## config.mk

```make
export PLATFORM = sky130hd
export DESIGN_NAME = swt_cmd_gen_flat
export DESIGN_NICKNAME = d
export VERILOG_FILES = /design/src/rtl/img_pkg.sv /design/src/rtl/swt_cmd_gen_if.sv /design/src/rtl/sync_debounce.sv /design/src/rtl/swt_cmd_gen.sv /design/src/flat_wrapper.sv
export SDC_FILE = /design/constraint.sdc
export NUM_CORES = 1
export LEC_CHECK = 0
export CAP_MARGIN = 25
export CORE_MARGIN = 4
export CORE_UTILIZATION = 57
export CTS_BUF_LIST = sky130_fd_sc_hd__clkbuf_8
export CTS_CLUSTER_DIAMETER = 30
export DETAILED_ROUTE_END_ITERATION = 10
export PLACE_DENSITY = 0.89
export SYNTH_ARGS = -nofsm -noshare
export SYNTH_HDL_FRONTEND = slang
export SYNTH_SLANG_ARGS = --single-unit
```

## constraint.sdc

```tcl
create_clock -name clk -period 2 [get_ports clk]
set_input_delay 0.4 -clock clk [delete_from_list [all_inputs] [get_ports clk]]
set_output_delay 0.4 -clock clk [all_outputs]
set_load 0.1 [all_outputs]
```

## src/rtl/img_pkg.sv

```systemverilog
`default_nettype none
// ============================================================================
// Module      : img_pkg
// Description : Definitions shared by the switch command generator and the
//               image converter. Holds the mode encodings, the command record
//               and the sequence-number helper.
// Revision    : 1.0 - initial release
// ============================================================================
package img_pkg;

    // Mode encodings. Each board switch owns one bit of the mode vector.
    localparam logic [3:0] MODE_IDLE = 4'b0000;
    localparam logic [3:0] MODE_SW0  = 4'b0001;
    localparam logic [3:0] MODE_SW1  = 4'b0010;
    localparam logic [3:0] MODE_SW2  = 4'b0100;
    localparam logic [3:0] MODE_SW3  = 4'b1000;

    // One mode command as it travels to the converter.
    typedef struct packed {
        logic [3:0] mode;
        logic [3:0] seq;
    } cmd_t;

    // Sequence numbers are modulo 16; the 4-bit add wraps 15 -> 0.
    function automatic logic [3:0] seq_next(input logic [3:0] s);
        return s + 4'd1;
    endfunction

endpackage
`default_nettype wire

```

## src/rtl/swt_cmd_gen_if.sv

```systemverilog
`default_nettype none
// ============================================================================
// Module      : swt_cmd_gen_if
// Description : Mode-command channel from the switch front end (master,
//               producer) to the image converter (slave, consumer).
//               cmd_valid/cmd_ready : handshake, transfer when both high
//               cmd_mode            : debounced switch vector
//               cmd_seq             : command sequence number
//               cmd_drop            : one-cycle pulse, pending command lost
// Revision    : 1.0 - initial release
// ============================================================================
interface swt_cmd_gen_if;
    import img_pkg::*;

    logic       cmd_valid;
    logic       cmd_ready;
    logic [3:0] cmd_mode;
    logic [3:0] cmd_seq;
    logic       cmd_drop;

    modport master (
        output cmd_valid,
        output cmd_mode,
        output cmd_seq,
        output cmd_drop,
        input  cmd_ready
    );

    modport slave (
        input  cmd_valid,
        input  cmd_mode,
        input  cmd_seq,
        input  cmd_drop,
        output cmd_ready
    );

endinterface
`default_nettype wire

```

## src/rtl/sync_debounce.sv

```systemverilog
`default_nettype none
// ============================================================================
// Module      : sync_debounce
// Description : Synchronises an asynchronous vector and debounces it as a
//               whole. A new value is accepted once the synchronised vector
//               has stayed identical for DEBOUNCE_CYCLES consecutive samples
//               after the change was first seen.
//   clk          : system clock, rising edge
//   rst          : asynchronous reset, active high
//   i_swt        : raw asynchronous input vector
//   o_stable     : current debounced vector
//   o_event      : one-cycle pulse, o_stable takes o_event_mode this edge
//   o_event_mode : value being accepted (valid with o_event)
// Revision    : 1.0 - initial release
// ============================================================================
module sync_debounce #(
    parameter int SYNC_STAGES     = 2,
    parameter int DEBOUNCE_CYCLES = 16,
    parameter int WIDTH           = 4
) (
    input  wire logic             clk,
    input  wire logic             rst,
    input  wire logic [WIDTH-1:0] i_swt,
    output logic      [WIDTH-1:0] o_stable,
    output logic                  o_event,
    output logic      [WIDTH-1:0] o_event_mode
);

    localparam int                c_cnt_w   = (DEBOUNCE_CYCLES > 1) ? $clog2(DEBOUNCE_CYCLES) : 1;
    localparam logic [c_cnt_w-1:0] c_cnt_max = c_cnt_w'(DEBOUNCE_CYCLES - 1);

    logic [WIDTH-1:0]   r_sync [SYNC_STAGES];
    logic [WIDTH-1:0]   w_swt_s;
    logic [WIDTH-1:0]   r_cand;
    logic [c_cnt_w-1:0] r_cnt;
    logic [WIDTH-1:0]   r_stable;

    // Metastability chain; stage 0 is the only flop that sees the raw input.
    always_ff @(posedge clk or posedge rst) begin
        if (rst) begin
            for (int i = 0; i < SYNC_STAGES; i++) begin
                r_sync[i] <= '0;
            end
        end else begin
            r_sync[0] <= i_swt;
            for (int i = 1; i < SYNC_STAGES; i++) begin
                r_sync[i] <= r_sync[i-1];
            end
        end
    end

    assign w_swt_s = r_sync[SYNC_STAGES-1];

    // The event is combinational so that the output stage can capture the
    // command on the same edge that updates r_stable.
    assign o_event      = (w_swt_s == r_cand) && (r_cnt == c_cnt_max) && (r_cand != r_stable);
    assign o_event_mode = r_cand;
    assign o_stable     = r_stable;

    // Any change restarts the count; the counter saturates so a settled value
    // that matches r_stable simply idles.
    always_ff @(posedge clk or posedge rst) begin
        if (rst) begin
            r_cand   <= '0;
            r_cnt    <= '0;
            r_stable <= '0;
        end else if (w_swt_s != r_cand) begin
            r_cand <= w_swt_s;
            r_cnt  <= '0;
        end else if (r_cnt != c_cnt_max) begin
            r_cnt <= r_cnt + 1'b1;
        end else if (r_cand != r_stable) begin
            r_stable <= r_cand;
        end
    end

endmodule
`default_nettype wire

```

## src/rtl/swt_cmd_gen.sv

```systemverilog
`default_nettype none
// ============================================================================
// Module      : swt_cmd_gen
// Description : Switch front end for the image converter. Debounces the four
//               board switches and issues a sequence-numbered mode command for
//               every settled change, through an output register backed by a
//               one-deep skid slot.
//   clk        : system clock, rising edge
//   rstb       : asynchronous reset, active high
//   swt        : raw switch inputs (asynchronous)
//   cmd        : command channel (master side of swt_cmd_gen_if)
//   stable_swt : current debounced switch vector
//   busy       : output register or skid slot occupied
// Revision    : 1.0 - initial release
// ============================================================================
module swt_cmd_gen
    import img_pkg::*;
#(
    parameter int SYNC_STAGES     = 2,
    parameter int DEBOUNCE_CYCLES = 16
) (
    input  wire logic       clk,
    input  wire logic       rstb,
    input  wire logic [3:0] swt,
    swt_cmd_gen_if.master   cmd,
    output logic      [3:0] stable_swt,
    output logic            busy
);

    logic       w_event;
    logic [3:0] w_event_mode;
    cmd_t       w_event_cmd;
    logic       w_fire;
    logic       w_load;

    logic [3:0] r_seq;
    cmd_t       r_out;
    logic       r_out_valid;
    cmd_t       r_skid;
    logic       r_skid_valid;
    logic       r_drop;

    sync_debounce #(
        .SYNC_STAGES     (SYNC_STAGES),
        .DEBOUNCE_CYCLES (DEBOUNCE_CYCLES),
        .WIDTH           (4)
    ) u_sync_debounce (
        .clk          (clk),
        .rst          (rstb),
        .i_swt        (swt),
        .o_stable     (stable_swt),
        .o_event      (w_event),
        .o_event_mode (w_event_mode)
    );

    // A command carries the post-increment sequence number.
    assign w_event_cmd = {w_event_mode, seq_next(r_seq)};

    assign w_fire = r_out_valid && cmd.cmd_ready;
    assign w_load = !r_out_valid || w_fire;

    always_ff @(posedge clk or posedge rstb) begin
        if (rstb) begin
            r_seq        <= '0;
            r_out        <= '{mode: MODE_IDLE, seq: 4'd0};
            r_out_valid  <= 1'b0;
            r_skid       <= '{mode: MODE_IDLE, seq: 4'd0};
            r_skid_valid <= 1'b0;
            r_drop       <= 1'b0;
        end else begin
            r_drop <= 1'b0;
            if (w_event) begin
                r_seq <= w_event_cmd.seq;
            end

            if (w_load) begin
                // Older skid content always wins the free output register;
                // a coincident event then takes its place in the skid.
                if (r_skid_valid) begin
                    r_out        <= r_skid;
                    r_out_valid  <= 1'b1;
                    r_skid_valid <= w_event;
                    if (w_event) begin
                        r_skid <= w_event_cmd;
                    end
                end else begin
                    r_out_valid <= w_event;
                    if (w_event) begin
                        r_out <= w_event_cmd;
                    end
                end
            end else if (w_event) begin
                // Output stalled: the newest command replaces any waiting one.
                r_skid       <= w_event_cmd;
                r_skid_valid <= 1'b1;
                r_drop       <= r_skid_valid;
            end
        end
    end

    assign cmd.cmd_valid = r_out_valid;
    assign cmd.cmd_mode  = r_out.mode;
    assign cmd.cmd_seq   = r_out.seq;
    assign cmd.cmd_drop  = r_drop;
    assign busy          = r_out_valid | r_skid_valid;

endmodule
`default_nettype wire

```

## src/flat_wrapper.sv

```systemverilog
// flat-port wrapper written by rule: the top's interface ports become plain ports
module swt_cmd_gen_flat import img_pkg::*;
#(
    parameter int SYNC_STAGES     = 2,
    parameter int DEBOUNCE_CYCLES = 16
)
  (clk, rstb, swt, stable_swt, busy, cmd_cmd_valid, cmd_cmd_mode, cmd_cmd_seq, cmd_cmd_drop, cmd_cmd_ready);
  swt_cmd_gen_if cmd_i ();
  input  wire logic clk;
  input  wire logic rstb;
  input  wire logic [3:0] swt;
  output logic      [3:0] stable_swt;
  output logic busy;
  output wire logic [$bits(cmd_i.cmd_valid)-1:0] cmd_cmd_valid;
  output wire logic [$bits(cmd_i.cmd_mode)-1:0] cmd_cmd_mode;
  output wire logic [$bits(cmd_i.cmd_seq)-1:0] cmd_cmd_seq;
  output wire logic [$bits(cmd_i.cmd_drop)-1:0] cmd_cmd_drop;
  input wire logic [$bits(cmd_i.cmd_ready)-1:0] cmd_cmd_ready;
  assign cmd_cmd_valid = cmd_i.cmd_valid;
  assign cmd_cmd_mode = cmd_i.cmd_mode;
  assign cmd_cmd_seq = cmd_i.cmd_seq;
  assign cmd_cmd_drop = cmd_i.cmd_drop;
  assign cmd_i.cmd_ready = cmd_cmd_ready;
  swt_cmd_gen #(.SYNC_STAGES(SYNC_STAGES), .DEBOUNCE_CYCLES(DEBOUNCE_CYCLES)) u_core (.clk(clk), .rstb(rstb), .swt(swt), .cmd(cmd_i), .stable_swt(stable_swt), .busy(busy));
endmodule
```

==> run summary <==
Relative to the synthesized area, the layout overhead comes to 28.45%. The tree is rooted in a sky130_fd_sc_hd__clkbuf_8. Once detail routing completed, the nets flagged for antenna violations numbered 0.

The worst max-slew margin expressed relative to the limit came out at 0.7007. The final instance count without filler cells is 221. For this design the top-level I/O count stands at 22. The flow ran to the end, and the final reports show no timing, DRC or antenna violations. The startpoint identified for the worst hold timing path is u_core.u_sync_debounce.r_sync[4]. The average instance in the mapped netlist occupies roughly 13 µm².

The proportion of total power due to net switching came out at 0.2136. The total area inside the core boundary comes to roughly 0.0031 mm². The hold violation count in the final report came out at 0.

The number of fillers in the final layout came out at 193. The multiplexer fraction of the synthesized cell area is 0.08385. The detailed-route wire length is about 3500 µm. The synthesized instance count is 140. Of the total synthesized cell area, the portion taken by XOR and XNOR cells is 0.06735.

The peak fanout along the critical path came out at 6. The critical path capture point type is a register. The final global-route overflow total came out at 0. Input and output buffers added on the ports amount to 21. The fraction of layout instances using a drive strength above 1 came out at 0.4068. The footprint of the flip-flops and latches is roughly 0.0011 mm². The final-report max-slew violation count was 0.

The HPWL after detailed placement is 2436 µm. The type of the worst setup path is reg -> reg. Data on the critical path is required at its endpoint by between 2 and 2.5 ns.

The number of remaining DRC errors came out at 0. The worst hold path belongs to the class reg -> reg. The cell area after synthesis is 0.001820 mm².

Counting distinct cell types in the post-synthesis netlist gives 31. The overall die area came out at 0.004162 mm². The clock-pin transition on the worst setup and hold timing paths is 0.08 ns.

STA puts the critical path data arrival time at 2.11 ns. Using the TritonRoute via totals, the vias-per-cell ratio works out to 5.529. The maximum number of pins on one net before global-route repair is 44. The power per standard cell area is 701.1 mW/mm². The clock drives 43 sinks.

In the finished design, the share of the clock period the worst path needs comes to 0.9606. The achievable clock frequency is around 0.52 GHz. The final worst hold slack is 0.3519 ns.

The compound-cell area share of the yosys netlist is 0.06186. The x dimension of the die is 64.52 µm. The via count of the first global-routing pass is 1226.

The time the worst path needs with I/O delays and setup is 1.921 ns. 0 antenna diodes ended up in the layout. Of the total synthesized cell area, the portion taken by full adders, half adders and majority gates is 0.01924. Counting every net in the synthesized netlist gives 149.

The signal on the critical path passes through buf_4 > xnor2_1 > nand4_1 > buf_4 > nor4_4 > buf_4 > mux2_2. For this run, the total global-route usage over all layers was measured as 0.1867. The row count is 20. The die extent in y came out at approximately 65 µm. The launch instance of the worst register-to-register path is u_core.u_sync_debounce.o_event_mode[1].

The path with the worst hold slack has its endpoint at u_core.u_sync_debounce.w_swt_s[0]. The delay of the slowest cell on the worst path is 0.41 ns. The sequential share of power is 0.544.

The proportion of power drawn by the clock network is 0.411. The family of cells with the greatest summed delay on the critical path is buffers and inverters. For this design the total switching power over the nets is around 0.00035 W. The combinational group share of total power is 0.045. The effective utilization at floorplan came out at 0.5963. For this run, the share of the core covered by cells in the final layout is 0.7660. The number of iterations in the first detailed-routing pass came out at 4. The buffer levels on the longest clock path is 2. The multi-input gate area in the final layout came out at between 700 and 800 µm². The hold buffer count at cts came out at 0.

The initial antenna violation count is 0. In this run the number of H-tree levels came out at 2. The net total in the final layout is 185. The total power after layout is 0.001640 W.

Routability-driven placement finished with a final weighted congestion of a little under 0.8. The maximum ir drop on the vdd rail is slightly below 0.0006 V. The number of vias in the routed layout came out at between 1000 and 1500.

The cell that appears most often on the critical path is sky130_fd_sc_hd__buf_4. The endpoint identified for the worst register-to-register timing path is u_core.r_skid[1]. Setup violations remaining at the end of the flow were counted as 0. The post-synthesis share of cell area spent on and, or, nand and nor gates is 0.1436.

The register-to-register setup slack is 0.08 ns. Cell internal power was estimated by the tool at 0.001289 W. After synthesis, the largest family of logic cells by area is simple AND/OR/NAND/NOR gates. The clock buffer count from CTS is 5. The number of warnings issued by yosys is 0.

The number of placed instances, taps included, is 208. The number of buffer and inverter instances along the worst setup path came out at 3. The sequential fraction of the synthesis area is 0.5911.

TritonCTS built the clock tree. The slowest stage of the critical path is the sky130_fd_sc_hd__dfrtp_1 cell. The first global-routing pass estimated ~5800 µm of wire. The number of cells on the worst reg-to-reg path came out at 7.

The critical path launch point type is a register. The number of max-cap violations came out at 0. The depth of the worst hold-timing path is 0. The clock latency on the worst-skew pair is roughly 0.3 ns. The accumulated negative setup slack is 0 ns.

The clock skew after layout came out at 0.004475 ns. The violation count after the first detailed-routing iteration is 40. At the pin with the least slew margin, the transition time is 0.4455 ns. The cell leakage power is 1.095 nW. Counting flops and latches in the post-synthesis netlist gives between 40 and 50. In the final routed layout, each cell accounts on average for 16.02 µm.
final cells by class:
type / instances / share of cell area
clock buffers: 5 / 0.02943
well taps: 44 / 0.02354
repair buffers: 39 / 0.1455
flip-flops and latches: 43 / 0.4666
clock inverters: 3 / 0.01873
multi-input cells: 83 / 0.3098
inverters: 4 / 0.006421
worst reg2reg max path: stages (launching register included):
cell                      delay [ns]
sky130_fd_sc_hd__dfrtp_1        0.41
sky130_fd_sc_hd__buf_4          0.14
sky130_fd_sc_hd__xnor2_1        0.15
sky130_fd_sc_hd__nand4_1        0.13
sky130_fd_sc_hd__buf_4          0.19
sky130_fd_sc_hd__nor4_4         0.27
sky130_fd_sc_hd__buf_4          0.19
sky130_fd_sc_hd__mux2_2         0.33
sequential cells by signal, indices dropped and copies added, names as in the netlist:
signal / flops
u_core.cmd.cmd_valid: 1
u_core.r_skid: 8
u_core.cmd.cmd_seq: 4
u_core.cmd.cmd_mode: 4
u_core.u_sync_debounce.w_swt_s: 4
u_core.cmd.cmd_drop: 1
u_core.u_sync_debounce.o_event_mode: 4
u_core.u_sync_debounce.r_sync: 4
u_core.u_sync_debounce.r_cnt: 4
u_core.r_seq: 4
u_core.r_skid_valid: 1
u_core.u_sync_debounce.o_stable: 4
placed cells by master, fill, tap and decap left out, types with 2 or more instances in the layout:
cell type                         instances
sky130_fd_sc_hd__buf_12                   2
sky130_fd_sc_hd__buf_4                   29
sky130_fd_sc_hd__buf_6                    2
sky130_fd_sc_hd__clkbuf_8                 5
sky130_fd_sc_hd__clkdlybuf4s50_1          6
sky130_fd_sc_hd__dfrtp_1                 37
sky130_fd_sc_hd__dfrtp_2                  3
sky130_fd_sc_hd__dfrtp_4                  3
sky130_fd_sc_hd__ha_1                     2
sky130_fd_sc_hd__inv_1                    4
sky130_fd_sc_hd__mux2_2                  10
sky130_fd_sc_hd__mux2i_1                  4
sky130_fd_sc_hd__nand2_1                  5
sky130_fd_sc_hd__nand3_1                  5
sky130_fd_sc_hd__nand3b_1                 6
sky130_fd_sc_hd__nor2_1                   6
sky130_fd_sc_hd__nor3_1                   3
sky130_fd_sc_hd__nor4_4                   2
sky130_fd_sc_hd__o221a_2                  8
sky130_fd_sc_hd__or3_1                    5
sky130_fd_sc_hd__xnor2_1                  7
sky130_fd_sc_hd__xor2_1                   6
logic make-up after synthesis:
| logic type | Yosys count |
|---|---|
| and+or+nand+nor | 42 |
| muxes | 14 |
| DFF | 43 |
| AOI/OAI and AO/OA | 10 |
| xor gates and xnor gates | 14 |
| buffers and inverters | 14 |
| adders and majority gates | 3 |
cells in the mapped netlist:
| cell | count | area share |
|---|---|---|
| sky130_fd_sc_hd__nor3b_1 | 1 | 0.0041 |
| sky130_fd_sc_hd__buf_1 | 1 | 0.0021 |
| sky130_fd_sc_hd__nand3_2 | 1 | 0.0055 |
| sky130_fd_sc_hd__inv_1 | 4 | 0.0082 |
| sky130_fd_sc_hd__a31oi_1 | 1 | 0.0034 |
| sky130_fd_sc_hd__nand2_1 | 5 | 0.010 |
| sky130_fd_sc_hd__mux2i_1 | 4 | 0.022 |
| sky130_fd_sc_hd__mux2_2 | 10 | 0.062 |
| sky130_fd_sc_hd__nand3b_1 | 6 | 0.025 |
| sky130_fd_sc_hd__nor3_1 | 3 | 0.0082 |
| sky130_fd_sc_hd__dfrtp_1 | 43 | 0.59 |
| sky130_fd_sc_hd__o41ai_2 | 1 | 0.0089 |
| sky130_fd_sc_hd__nor2_1 | 6 | 0.012 |
| sky130_fd_sc_hd__nand4_1 | 1 | 0.0034 |
| sky130_fd_sc_hd__or3_1 | 6 | 0.021 |
| sky130_fd_sc_hd__buf_4 | 2 | 0.0082 |
| sky130_fd_sc_hd__ha_1 | 2 | 0.014 |
| sky130_fd_sc_hd__clkbuf_1 | 7 | 0.014 |
| sky130_fd_sc_hd__o221a_2 | 8 | 0.049 |
| sky130_fd_sc_hd__nor4_1 | 1 | 0.0034 |
| sky130_fd_sc_hd__nor2b_1 | 1 | 0.0034 |
| sky130_fd_sc_hd__nor4b_1 | 1 | 0.0048 |
| sky130_fd_sc_hd__maj3_1 | 1 | 0.0055 |
| sky130_fd_sc_hd__and3_1 | 1 | 0.0034 |
| sky130_fd_sc_hd__nand2b_1 | 1 | 0.0034 |
| sky130_fd_sc_hd__xnor2_1 | 7 | 0.034 |
| sky130_fd_sc_hd__nor4_4 | 1 | 0.012 |
| sky130_fd_sc_hd__or2_2 | 1 | 0.0034 |
| sky130_fd_sc_hd__xor2_1 | 7 | 0.034 |
| sky130_fd_sc_hd__nor4_2 | 1 | 0.0069 |
| sky130_fd_sc_hd__nand3_1 | 5 | 0.014 |
through the flow:
step	instance area, µm²	setup slack, ns
after CTS	2280	0.007945
after global routing	2338	-0.005958
after detailed placement	2148	-0.09699
after global placement	2148	0.0002958
after floorplan	1844	0.001013
final	2338	0.07877
worst max path at each step:
stage | startpoint | to | slack, ns | cells past startpoint
after floorplan | u_core.u_sync_debounce.o_stable[2] | u_core.r_skid[1] | 0.001 | 4
after global placement | cmd_cmd_ready | u_core.cmd.cmd_seq[0] | 0.0003 | 5
after detailed placement | u_core.u_sync_debounce.o_event_mode[3] | u_core.cmd.cmd_seq[2] | -0.1 | 4
after CTS | u_core.u_sync_debounce.o_event_mode[2] | u_core.r_skid_valid | 0.008 | 5
after global routing | u_core.u_sync_debounce.o_event_mode[1] | u_core.r_seq[1] | -0.006 | 6
final | u_core.u_sync_debounce.o_event_mode[1] | u_core.r_skid[1] | 0.08 | 7
power by group through the flow:
| stage | Clock, W | Sequential, W | Combinational [W] |
|---|---|---|---|
| 5_1_grt | 0.000721 | 0.000894 | 0.0000818 |
| 6_report | 0.000674 | 0.000892 | 0.0000731 |
| 3_5_place_dp | 0 | 0.000910 | 0.0000685 |
| 3_3_place_gp | 0 | 0.000908 | 0.0000656 |
| 4_1_cts | 0.000680 | 0.000892 | 0.0000711 |
| 2_1_floorplan | 0 | 0.000908 | 0.0000388 |
per-layer routing:
layer / vias up / routed length [µm] / global-route usage
met1: 612 / 1479 / 0.2132
li1: 565 / - / -
met4: 0 / 63 / 0.07124
met3: 8 / 188 / 0.06932
met5: - / 0 / 0
met2: 37 / 1808 / 0.3183
what timing repair did:
action                                  4_1_cts  5_1_grt
endpoints found under the setup margin        8       20
buffers inserted                              1        5
resized for setup                             1        6
pin swaps                                     2        5
(Power assumes the default switching activity.)
